### src/rtl/seven_seg_pkg.sv
// seven_seg_pkg: shared segment decode table, segment bit positions and scan timing helper
package seven_seg_pkg;
  localparam int SEG_A = 0;
  localparam int SEG_B = 1;
  localparam int SEG_C = 2;
  localparam int SEG_D = 3;
  localparam int SEG_E = 4;
  localparam int SEG_F = 5;
  localparam int SEG_G = 6;
  localparam logic [15:0][6:0] SEG_LUT = {
    7'h71, 7'h79, 7'h5E, 7'h39, 7'h7C, 7'h77, 7'h6F, 7'h7F,
    7'h07, 7'h7D, 7'h6D, 7'h66, 7'h4F, 7'h5B, 7'h06, 7'h3F
  };
  function automatic logic [6:0] seg_decode(input logic [3:0] nib);
    return SEG_LUT[nib];
  endfunction
  function automatic int slot_width(input int scan_div);
    return scan_div / 16;
  endfunction
endpackage

### src/rtl/seven_seg_decoder.sv
// seven_seg_decoder: combinational hex nibble to active-high {g,f,e,d,c,b,a}
module seven_seg_decoder
  import seven_seg_pkg::*;
(
  input  logic [3:0] nibble,
  output logic [6:0] seg
);
  assign seg = seg_decode(nibble);
endmodule

### src/rtl/seven_seg_scan_driver.sv
// seven_seg_scan_driver: multiplexed seven-segment scanner with frame-synchronous double buffering
module seven_seg_scan_driver
  import seven_seg_pkg::*;
#(
  parameter int NUM_DIGITS     = 6,
  parameter int SCAN_DIV       = 1024,
  parameter bit SEG_ACTIVE_LOW = 1'b1,
  parameter bit AN_ACTIVE_LOW  = 1'b1
) (
  input  logic                    clk,
  input  logic                    rst_n,
  input  logic                    load,
  input  logic [4*NUM_DIGITS-1:0] digits_in,
  input  logic [NUM_DIGITS-1:0]   dp_in,
  input  logic [NUM_DIGITS-1:0]   blank_in,
  input  logic                    lzs_en,
  input  logic [3:0]              brightness,
  output logic [6:0]              seg,
  output logic                    dp,
  output logic [NUM_DIGITS-1:0]   an,
  output logic                    frame_done
);
  localparam int CW = $clog2(SCAN_DIV);
  localparam int DW = $clog2(NUM_DIGITS);
  localparam int SW = slot_width(SCAN_DIV);
  logic [CW-1:0] slot_cnt;
  logic [DW-1:0] digit_idx;
  logic [NUM_DIGITS-1:0][3:0] pend_dig, disp_dig;
  logic [NUM_DIGITS-1:0] pend_dp, disp_dp, pend_blank, disp_blank, supp, onehot;
  logic pend_lzs, disp_lzs, slot_end, boundary, dark, lit, zeros_above;
  logic [6:0] seg_raw;
  assign slot_end = slot_cnt == CW'(SCAN_DIV - 1);
  assign boundary = slot_end && digit_idx == DW'(NUM_DIGITS - 1);
  // slot counter and digit index advance together; digit steps on slot wrap
  always_ff @(posedge clk or negedge rst_n)
    if (!rst_n) begin
      slot_cnt  <= '0;
      digit_idx <= '0;
    end else begin
      slot_cnt <= slot_end ? '0 : slot_cnt + 1'b1;
      if (slot_end) digit_idx <= boundary ? '0 : digit_idx + 1'b1;
    end
  // pending bank takes loads any time; display bank only refreshes at frame end so a frame never tears
  always_ff @(posedge clk or negedge rst_n)
    if (!rst_n) begin
      pend_dig   <= '0;
      pend_dp    <= '0;
      pend_blank <= '0;
      pend_lzs   <= 1'b0;
      disp_dig   <= '0;
      disp_dp    <= '0;
      disp_blank <= '0;
      disp_lzs   <= 1'b0;
    end else begin
      if (load) begin
        pend_dig   <= digits_in;
        pend_dp    <= dp_in;
        pend_blank <= blank_in;
        pend_lzs   <= lzs_en;
      end
      if (boundary) begin
        disp_dig   <= pend_dig;
        disp_dp    <= pend_dp;
        disp_blank <= pend_blank;
        disp_lzs   <= pend_lzs;
      end
    end
  // a digit is suppressed while it and every digit above it are zero; digit 0 always shows
  always_comb begin
    supp        = '0;
    zeros_above = disp_lzs;
    for (int i = NUM_DIGITS - 1; i > 0; i--) begin
      zeros_above = zeros_above && disp_dig[i] == 4'h0;
      supp[i]     = zeros_above;
    end
  end
  seven_seg_decoder u_dec (
    .nibble(disp_dig[digit_idx]),
    .seg   (seg_raw)
  );
  assign dark   = disp_blank[digit_idx] | supp[digit_idx];
  assign lit    = !dark && int'(slot_cnt) < (int'(brightness) + 1) * SW;
  assign onehot = NUM_DIGITS'(1) << digit_idx;
  // registered pins with polarity applied last
  always_ff @(posedge clk or negedge rst_n)
    if (!rst_n) begin
      seg        <= {7{SEG_ACTIVE_LOW}};
      dp         <= SEG_ACTIVE_LOW;
      an         <= {NUM_DIGITS{AN_ACTIVE_LOW}};
      frame_done <= 1'b0;
    end else begin
      seg        <= (dark ? 7'h00 : seg_raw) ^ {7{SEG_ACTIVE_LOW}};
      dp         <= (!dark && disp_dp[digit_idx]) ^ SEG_ACTIVE_LOW;
      an         <= (lit ? onehot : '0) ^ {NUM_DIGITS{AN_ACTIVE_LOW}};
      frame_done <= boundary;
    end
endmodule

### config.mk
export PLATFORM = sky130hd
export DESIGN_NAME = seven_seg_scan_driver
export DESIGN_NICKNAME = d
export VERILOG_FILES = /design/src/rtl/seven_seg_pkg.sv /design/src/rtl/seven_seg_decoder.sv /design/src/rtl/seven_seg_scan_driver.sv
export SDC_FILE = /design/constraint.sdc
export NUM_CORES = 1
export LEC_CHECK = 0
export CAP_MARGIN = 20
export CORE_ASPECT_RATIO = 1.2
export CORE_MARGIN = 4
export CORE_UTILIZATION = 55
export DETAILED_ROUTE_END_ITERATION = 7
export DONT_BUFFER_PORTS = 1
export PLACE_DENSITY_LB_ADDON = 0.05
export SLEW_MARGIN = 20
export SYNTH_ARGS = -nofsm -noshare
export SYNTH_HDL_FRONTEND = slang
export SYNTH_SLANG_ARGS = --single-unit
### constraint.sdc
create_clock -name clk -period 3.3 [get_ports clk]
set_clock_uncertainty 0.2 [all_clocks]
set_input_delay 0.33 -clock clk [delete_from_list [all_inputs] [get_ports clk]]
set_output_delay 0.33 -clock clk [all_outputs]
set_load 0.05 [all_outputs]
==> key figures, run 1 <==
Run status
  – Status: finished, final reports clean

Layout
  – Nets: 460
  – Multi-input logic area: 0.00187 mm^2
  – Filler cells: 604
  – Storage cell area: 0.00257 mm^2
  – Layout area overhead: 21.9%
  – Antenna cells: 0
  – Share of post-route cells with drive strength above 1: 0.299

Placed design
  – Port buffer count: 0
  – Dpl ws: 0.547 ns
  – Post-DP HPWL: 5230 um
  – Gp weighted congestion: 0.741

Clock tree
  – Post-CTS setup buffers: 0
  – Post-CTS Resized: 0
  – Later-pin clock latency in the skew report: 0.36 ns
  – Clock buffer depth: 2
  – CTS H-tree lvls: 3
  – CTS Root Buffer Type: clkbuf_8
  – Clk sinks: 102
  – Hold-fix buffers, CTS: 76
  – CTS tree: built
  – Clock Pin Slew Worst Setup and Hold Paths: 0.09 ns
  – Cts bufs inserted: 9

Synth
  – Flops & latches, synth: 102
  – Synthesis Warnings: 0
  – Most frequent cells after synthesis: dfrtp_1 (88), mux2_2 (78), nand2_1 (19)
  – Cell with the most instances after synthesis: dfrtp_1
  – Largest family of logic cells by synthesized area: multiplexers
  – XOR/XNOR Fraction of Synth Area: 0.0191
  – Cell Area, Synth: 0.00459 mm^2
  – Synth Flop Type: dfrtp_1
  – Synth area leader: dfrtp_1
  – Largest cells by area after synthesis: dfrtp_1 (48%), mux2_2 (19%), dfstp_2 (8.0%)
  – Async set-reset flop share out of synthesis: 1.00
  – Number of synthesized flops with an enable pin: 0
  – Syn Area/Cell: 14.0 um^2
  – Post-synthesis sequential area ratio: 0.560
  – Synth unique cells: 38
  – Post-synthesis simple-gate area fraction: 0.0660
  – Synth Net Count: 387
  – Synth Area in Compound Gates: 0.0376
  – Synth top area share: 0.480
  – Post-synthesis mux area share: 0.240
  – Synth Area in Adders: 0.0436
  – Synthesized netlist cell count: 327

Critical path
  – CP Capture Point: seg[5]
  – WP data required: 3.37 ns
  – Crit path capture type: register
  – Worst setup SP type: register
  – Max stage delay cell, worst path: dfrtp_1
  – Reg2reg start: digit_idx[1]
  – Worst Setup SP: digit_idx[1]
  – Worst endpoint data arrival time: 2.78 ns
  – Peak fanout along the critical path: 10
  – Critical path class: reg2reg
  – Reg2Reg Capture Point: seg[5]
  – R2R Setup Slk: 0.59 ns
  – Worst path cell trace: inv_1 -> nand2_1 -> o21ai_0 -> inv_1 -> ha_1 -> mux2_2 -> nand2_1 -> o211ai_1
  – Worst R2R Path Depth: 8
  – Largest stage delay, worst path: 0.57 ns

STA
  – Setup Viol. Count Final: 0
  – Hold Vio Cnt, Final: 0
  – RSZ-0062 raised after global routing: no
  – Final WS setup: 0.588 ns
  – Worst-margin pin slew: 0.669 ns
  – Max Clk Rate: 369 MHz
  – Fin crit share: 0.822
  – Slew margin rel.: 0.550
  – Fin Setup TNS: 0 ns
  – Fin. max-slew vios: 0
  – Final Critical Period: 2.71 ns

Worst hold path
  – Min-delay worst type: in2reg
  – Hold Crit Depth: 3

Pwr
  – Peak VDD IR: 0.269 mV
  – PD cells: 404 mW/mm^2
  – Leak: 2.42 nW

Floorplanning
  – Io pins: 59
  – Initial Utilization: 0.563
  – Core ar.: 0.00815 mm^2
  – DIE WIDTH: 91.4 um
  – Die Ht: 108 um
  – # rows: 36
  – Die ar.: 0.00988 mm^2

Route
  – Final ANT Viol Nets: 0
  – Vias post-DR: 2804
  – DR WL/cell: 15.8 um
  – Vias per std cell: 5.40
  – 1st-iter DRT viols: 111
  – Drt first pass iters: 4
  – Wirelength, routed: 8210 um
  – # DRC: 0

GRT
  – GRT Util Overall: 0.182
  – Global-route wire length before repair: 14300 um
  – Vias in the first global route: 2961
  – Antenna violations before repair: 0
  – Grt ovf: 0
  – Largest net degree at the start of global routing: 103

Flow run
  – Max-cap viol count: 0
area by class of cell:
type / count / area share
clock buffer: 9 / 0.0221
clock inverter: 7 / 0.0121
inverter: 7 / 0.00469
multi-input combinational: 202 / 0.335
sequential: 102 / 0.459
tap: 114 / 0.0255
timing repair buffer: 78 / 0.142
metal layers:
metal | vias up | track usage | part of all wire
met5 | - | 0 | 0
met4 | 0 | 0.0647 | 0.011
met3 | 9 | 0.0334 | 0.033
met2 | 56 | 0.302 | 0.51
met1 | 1415 | 0.242 | 0.45
li1 | 1324 | - | -
worst min path at each step:
stage                  start      endpoint
2_1_floorplan          rst_n  digit_idx[0]
3_3_place_gp           rst_n  pend_dig[22]
3_5_place_dp           rst_n  pend_dig[22]
4_1_cts        brightness[3]         an[3]
5_1_grt        brightness[3]         an[3]
6_report       brightness[3]         an[3]
logic make-up after synthesis:
logic type	after synthesis
adder cells (fa/ha/maj)	16
flip-flops	102
AO/OA/AOI/OAI	25
AND/OR/NAND/NOR	58
XOR/XNOR	10
multiplexers	93
buffers and inverters	23
flip-flops by register name (all words and copies together), names as in the netlist, 3 cells and up:
| name | cells |
|---|---|
| seg | 7 |
| an | 6 |
| disp_dp | 6 |
| pend_blank | 6 |
| digit_idx | 3 |
| disp_dig | 24 |
| pend_dig | 24 |
| slot_cnt | 10 |
| disp_blank | 6 |
| pend_dp | 6 |
critical path: cells and delay by family, from the launching register on:
kind / cells / cell delay (ns)
buffers and inverters: 2 / 0.43
muxes: 1 / 0.27
and+or+nand+nor: 2 / 0.21
AOI/OAI and AO/OA: 2 / 0.66
DFF: 1 / 0.57
adders and majority gates: 1 / 0.28
layout by cell type, fill, tap and decap left out, types with 2 or more instances in the layout:
cell	count
mux4_2	6
o221ai_1	3
o21ai_0	10
mux2i_1	9
buf_4	2
clkbuf_8	9
clkinv_4	2
ha_1	16
nor2_1	5
o211ai_1	6
nand4_1	6
xnor2_1	6
nor4_1	3
xor2_1	4
nand2b_1	2
dfrtp_1	88
nand3_1	9
mux2_2	78
inv_1	6
dlygate4sd3_1	75
nand2_1	19
and4_1	2
inv_6	2
o21a_1	3
or4_1	2
dfstp_2	14
nand2b_2	2
metrics by stage:
stage                     hold WS [ns]   util  power (mW)  instance area, um^2  std cells
after floorplan                 -0.166      -        1.40                 4590        327
after global placement          -0.162  0.568        1.41                 4630        427
after detailed placement        -0.161  0.568        1.41                 4630        427
after CTS                        0.181  0.687        2.29                 5600        519
after global routing             0.225  0.687        2.38                 5600        519
final                            0.193  0.687        2.26                 5600        519
report_power, final:
part	internal [mW]	switching (mW)
Sequential	1.30	0.0268
Combinational	0.135	0.0558
Clock	0.293	0.456
Total	1.72	0.539
(Power assumes the default switching activity.)
==> run 2, diff against run 1 <==
clock period = 2.5 ns   (was 3.3 ns; I/O delays follow)
==> run 2 against run 1 <==
Compared with the run above: the run now ends with hold timing left; sequential share of layout area fell by 0.33 points; register-to-register slack got worse by 0.48 ns; setup slack got worse by 0.48 ns; sequential power rose by 33%; utilization rose by 0.49 points; via count rose by 0.11%; clock power up 21%; sequential cell count is the same; largest power group unchanged; highest routed layer unchanged.
==> key figures, run 2 (synthesis gave the netlist of run 1 again) <==
Critical path
  – Worst setup SP type: register
  – Reg2Reg Capture Point: disp_blank[0]
  – Crit path capture type: register
  – R2R Setup Slk: 0.11 ns
  – Peak fanout along the critical path: 19
  – WP data required: 2.55 ns
  – Worst R2R Path Depth: 7
  – Worst endpoint data arrival time: 2.44 ns
  – Critical path class: reg2reg
  – Worst path bufs/invs: 1
  – CP top delay family: simple AND/OR/NAND/NOR gates
  – Max stage delay cell, worst path: dfrtp_1
  – Reg2reg start: slot_cnt[0]
  – Worst path cell trace: ha_1 -> and3_1 -> and4_2 -> nand4_1 -> nor2_4 -> clkbuf_16 -> mux2_2
  – Largest stage delay, worst path: 0.40 ns

STA
  – Hold Vio Cnt, Final: 102
  – Final Critical Period: 2.39 ns
  – Setup Viol. Count Final: 0
  – Slew margin rel.: 0.687
  – RSZ-0062 raised after global routing: no
  – Worst-margin pin slew: 0.466 ns
  – Fin Setup TNS: 0 ns
  – Max Clk Rate: 418 MHz
  – Fin. max-slew vios: 0
  – Final Hold Slack: -0.632 ns
  – Fin crit share: 0.957

Route
  – Wirelength, routed: 8620 um
  – Met2 WL post-DR: 4300 um
  – Top Metal Used: met4
  – WL met1: 3870 um
  – # DRC: 0
  – Routed length on met3: 258 um
  – DR WL/cell: 16.4 um
  – Drt first pass iters: 5
  – Vias per std cell: 5.35
  – 1st-iter DRT viols: 164
  – Final ANT Viol Nets: 0
  – Vias post-DR: 2807

Pwr
  – Switching share of power: 0.213
  – Peak VDD IR: 0.469 mV
  – PD cells: 509 mW/mm^2
  – Clk pwr share: 0.315
  – Combinational power share: 0.077
  – Seq pwr share: 0.608
  – Leak: 2.44 nW
  – Sw Pwr: 0.610 mW
  – Internal Power: 2.26 mW

Clock tree
  – Clock buffer depth: 2
  – CTS tree: built
  – Hold-fix buffers, CTS: 74
  – CTS H-tree lvls: 3
  – Clock Pin Slew Worst Setup and Hold Paths: 0.09 ns
  – Later-pin clock latency in the skew report: 0.36 ns
  – CTS Root Buffer Type: clkbuf_8
  – Clk sinks: 102
  – Post-CTS setup buffers: 0
  – Cts bufs inserted: 9

GRT
  – Largest net degree at the start of global routing: 103
  – Global-route wire length before repair: 14300 um
  – GRT Util Overall: 0.187
  – Vias in the first global route: 2912
  – Grt ovf: 0
  – Antenna violations before repair: 0

Floorplanning
  – # rows: 36
  – Core ar.: 0.00815 mm^2
  – Die ar.: 0.00988 mm^2
  – Initial Utilization: 0.563
  – Io pins: 59
  – Die Ht: 108 um
  – DIE WIDTH: 91.4 um

Layout
  – Share of post-route cells with drive strength above 1: 0.314
  – Antenna cells: 0
  – Layout area overhead: 22.8%
  – Nets: 468
  – Commonest non-fill, non-tap cell in the layout: dfrtp_1
  – Biggest regs: disp_dig x24, pend_dig x24, slot_cnt x10
  – Most frequent cells in the layout: dfrtp_1 (88), mux2_2 (78), dlygate4sd3_1 (74), nand2_1 (19), ha_1 (16)

Worst hold path
  – Min-delay worst type: in2async

Placed design
  – Gp weighted congestion: 0.813
  – Port buffer count: 0
  – Post-DP HPWL: 5370 um

Run status
  – Status: finished with violations
  – Failing checks: hold timing

Flow run
  – Max-cap viol count: 0
## run 2: routing by layer
metal | global-route usage | up-vias
met5 | 0 | -
met4 | 0.0884 | 0
met3 | 0.0299 | 17
met2 | 0.302 | 61
met1 | 0.250 | 1396
li1 | - | 1333
## run 2: how the worst max path moves through the flow
stage | slack, ns | endpoint | startpoint | depth (start not counted)
5_1_grt | 0.003 | disp_dig[8] | slot_cnt[0] | 7
3_3_place_gp | 0.11 | disp_dp[4] | slot_cnt[0] | 7
2_1_floorplan | 0.03 | seg[0] | digit_idx[0] | 8
6_report | 0.11 | disp_blank[0] | slot_cnt[0] | 7
3_5_place_dp | 0.11 | disp_lzs | slot_cnt[0] | 7
4_1_cts | 0.08 | disp_dig[23] | slot_cnt[0] | 7
## run 2: through the flow
stage | cell area, um^2 | instances | utilization | setup slack (ns) | total power [mW]
final | 5640 | 525 | 0.692 | 0.109 | 2.87
after global routing | 5640 | 525 | 0.692 | 0.00254 | 2.99
after CTS | 5610 | 524 | 0.688 | 0.0779 | 2.89
after detailed placement | 4710 | 436 | 0.578 | 0.106 | 1.86
after global placement | 4710 | 436 | 0.578 | 0.108 | 1.85
after floorplan | 4590 | 327 | - | 0.0273 | 1.85
## run 2: power by group through the flow
stage          logic, mW  registers (mW)  clock network (mW)
5_1_grt            0.241            1.75               0.999
3_5_place_dp      0.0810            1.78                   0
3_3_place_gp      0.0782            1.78                   0
2_1_floorplan     0.0830            1.76                   0
4_1_cts            0.211            1.75               0.937
6_report           0.220            1.75               0.904
## run 2: final cells by class
type                       instances  area (um^2)
clock inverter                     4         25.0
sequential                       102         2570
inverter                           7         26.3
fill                             567         2510
multi-input combinational        202         1880
clock buffer                      10          138
timing repair buffer              86          861
tap                              114          143
## run 2: what timing repair did
item	4_1_cts	5_1_grt
setup endpoints to repair	0	39
gates resized for setup	0	2
hold endpoints to repair	139	102
